--- src/rtl/updown_counter_param.sv ---
// Parametrised up/down counter: modulus MAX_VAL+1, wrap or saturate, parallel load with clamp.
// Latency 1 cycle from inputs to count/ovf/unf; tc is combinational; no backpressure, the counter always accepts.
module updown_counter_param #(
    parameter int WIDTH     = 3,
    parameter int MAX_VAL   = 2**WIDTH-1,
    parameter int SATURATE  = 0,
    parameter int RESET_VAL = 0
) (
    input  logic             clk,
    input  logic             reset,
    input  logic             en,
    input  logic             up_down,
    input  logic             load,
    input  logic [WIDTH-1:0] load_val,
    output logic [WIDTH-1:0] count,
    output logic             tc,
    output logic             ovf,
    output logic             unf
);

    localparam logic [WIDTH-1:0] MAX_C = WIDTH'(MAX_VAL);
    localparam logic [WIDTH-1:0] RST_C = WIDTH'(RESET_VAL);
    localparam bit               SAT_C = (SATURATE != 0);

    logic             at_max;
    logic             at_zero;
    logic [WIDTH-1:0] count_nxt;
    logic             ovf_nxt;
    logic             unf_nxt;

    assign at_max  = (count == MAX_C);
    assign at_zero = (count == '0);
    assign tc      = en & ((up_down & at_max) | (~up_down & at_zero));

    // Limits are handled explicitly so a non-power-of-two modulus never relies on natural rollover.
    always_comb begin
        count_nxt = count;
        ovf_nxt   = 1'b0;
        unf_nxt   = 1'b0;
        if (load) begin
            count_nxt = (load_val > MAX_C) ? MAX_C : load_val;
        end else if (en) begin
            if (up_down) begin
                if (at_max) begin
                    count_nxt = SAT_C ? MAX_C : '0;
                    ovf_nxt   = 1'b1;
                end else begin
                    count_nxt = count + 1'b1;
                end
            end else begin
                if (at_zero) begin
                    count_nxt = SAT_C ? '0 : MAX_C;
                    unf_nxt   = 1'b1;
                end else begin
                    count_nxt = count - 1'b1;
                end
            end
        end
    end

    always_ff @(posedge clk) begin
        if (!reset) begin
            count <= RST_C;
            ovf   <= 1'b0;
            unf   <= 1'b0;
        end else begin
            count <= count_nxt;
            ovf   <= ovf_nxt;
            unf   <= unf_nxt;
        end
    end

endmodule

--- config.mk ---
export PLATFORM = sky130hd
export DESIGN_NAME = updown_counter_param
export DESIGN_NICKNAME = d
export VERILOG_FILES = /design/src/rtl/updown_counter_param.sv
export SDC_FILE = /design/constraint.sdc
export NUM_CORES = 1
export LEC_CHECK = 0
export CELL_PAD_IN_SITES_DETAIL_PLACEMENT = 0
export CELL_PAD_IN_SITES_GLOBAL_PLACEMENT = 2
export CORE_MARGIN = 1
export CORE_UTILIZATION = 20
export CTS_BUF_LIST = sky130_fd_sc_hd__clkbuf_2 sky130_fd_sc_hd__clkbuf_4 sky130_fd_sc_hd__clkbuf_8
export CTS_CLUSTER_SIZE = 24
export DETAILED_ROUTE_END_ITERATION = 12
export PLACE_DENSITY = 0.79
export SYNTH_ARGS = -nofsm -noshare
export SYNTH_HDL_FRONTEND = slang
export SYNTH_SLANG_ARGS = --single-unit
--- constraint.sdc ---
create_clock -name clk -period 1.5 [get_ports clk]
set_clock_uncertainty 0.2 [all_clocks]
set_input_delay 0.3 -clock clk [delete_from_list [all_inputs] [get_ports clk]]
set_output_delay 0.3 -clock clk [all_outputs]
set_load 0.05 [all_outputs]
==> results.tsv <==
metric	value	unit
synth_commonest_cells	5 x a21oi_1, 5 x dfxtp_1, 4 x ha_1, 4 x inv_1	
gp_congestion	0.7291	
place_area	626.9	µm²
min_period	1983	ps
grt_pass1_wl	1621	µm
crit_type	reg -> out	
drc_errors	0	
layout-drive-gt1-share	0.5469	
cts_buffers	3	
ys_seq_area_frac	0.3213	
fin_ws	-483.0	ps
core	0.001366	mm²
multi_input_area	234.0	µm²
hold_class	in -> reg	
critPathMaxFanout	2	
wire_per_inst	11.39	µm
syn_area	311.5	µm²
grt_pass1_vias	353	
end_kind	primary output	
slew_viol_final	0	
drtAntennaViolNets	0	
antenna_found_initial	0	
clk_pin_slew	50	ps
first_pass_iters	4	
insertion_delay	240	ps
synthArstFlopShare	0	
whs	470.9	ps
finalSetupViolCount	3	
hpwlAfterDp	640.3	µm
startpoint_type	flop	
yosysTopAreaCell	dfxtp_1	
clock-sinks	5	
rows	13	
syn_to_final_growth	129.3	%
synth_area_leaders	dfxtp_1 32%, ha_1 16%, a21oi_1 8.0%	
io_pins	14	
drt-total-wl	900	µm
slew_headroom	0.8419	
ys_seq_elements	5	
synth_edf_count	0	
cap_viol_max_count	0	
hold_violations	0	
power	0.0005435	W
status	finished with violations	
ctsHoldBuffers	0	
pwr_density_cell	760.8	mW/mm²
fin_crit_sh	1.322	
yosysTopAreaCellShare	0.3213	
clock_path_buffers	2	
pre_cts_slack	-449.6	ps
avgSynthCellArea	9.163	µm²
fill_cells	140	
numPortBuffers	13	
tns	-712.0	ps
synth_nets	46	
via_count	349	
drtIter0Drc	11	
post_drt_via_cell_ratio	4.418	
irDropWorstVdd	0.0004248	V
fin_nets	77	
die_w	41.47	µm
antenna_cells	0	
synth_ff_type	dfxtp_1	
rsz0062_at_grt	true	
yosysWarnings	0	
worstMarginPinSlew	234.9	ps
grt_use_total	0.1286	
critical_path_required	1000	ps
cts_tree	done	
power.leakage	0.2970	nW
die_h	41.47	µm
synthCells	34	
fp.dieArea	0.001720	mm²
grt_max_degree	7	
start_util	0.2280	
final_area	714.4	µm²
h-tree-depth	1	
yosysUniqueCellTypes	18	
violations	setup timing	
arrival	1480	ps
register_area	108.9	µm²
cts-root-buf	clkbuf_4	
grt_overflow	0	
fmax	504.3	MHz
==> metal layers <==
metal	vias to the layer above	global-route usage	share of wire
li1	181	-	-
met1	156	0.1485	0.44
met2	12	0.2125	0.51
met3	0	0.05652	0.049
met4	0	0.03871	0
met5	-	0	0
==> worst paths after layout <==
| check | from | endpoint | slack [ps] | cells past startpoint |
|---|---|---|---|---|
| setup / recovery | count[0] | tc | -480 | 5 |
| hold / removal | load_val[1] | count[1] | 470 | 3 |
| setup reg to reg | count[0] | count[0] | -220 | 6 |
| hold reg to reg | count[1] | count[1] | 490 | 3 |
==> logic make-up (layout without fill, tap and decap cells) <==
kind of cell,after synthesis,in the layout,synth area share
AOI/OAI and AO/OA,10,10,0.2088
xor gates and xnor gates,1,1,0.02812
adders and majority gates,4,4,0.1606
buffers and inverters,5,35,0.08432
DFF,5,5,0.3213
muxes,1,1,0.03213
and+or+nand+nor,8,8,0.1647
==> critical path, cell delays in order (launching register included) <==
cell      delay, ps
dfxtp_4         350
inv_4            60
ha_4            130
or3b_4          390
a21boi_4        160
buf_12          150
==> final cells by class <==
cell class                      instances  area share
Multi-Input combinational cell         24      0.3275
Timing Repair Buffer                   27      0.4238
Tap cell                               15     0.02627
Sequential cell                         5      0.1524
Inverter                                4     0.02802
Clock buffer                            4     0.04203
==> registers in the layout, summed over array words and instances, names as in the netlist <==
register,cells
count,3
unf,1
ovf,1
==> per-stage QoR <==
step / instances / utilization
floorplan: 34 / -
global placement: 74 / 0.4588
detailed placement: 74 / 0.4588
CTS: 79 / 0.5229
global route: 79 / 0.5229
finish: 79 / 0.5229
==> repair_timing <==
action / 4_1_cts / 5_1_grt
setup buffers: 1 / 0
setup endpoints to repair: 3 / 4
pin swaps: 3 / 2
resized for setup: 9 / 0
==> placed cells by master, fill, tap and decap left out, types with 2 or more instances in the layout <==
cell type         n
a21oi_1           5
buf_12            6
buf_4            12
buf_6             2
clkbuf_4          4
clkdlybuf4s50_1   7
dfxtp_1           2
dfxtp_4           2
ha_4              3
inv_1             2
inv_4             2
nor2_1            2
nor3b_1           2
==> where the power goes <==
group	internal [W]	leakage, nW	switching [W]
clock	0.000119	0.0184	0.0000577
combinational	0.000122	0.236	0.0000933
sequential	0.000142	0.0426	0.0000102
total	0.000382	0.297	0.000161
Power figures use the tool's default switching activity.
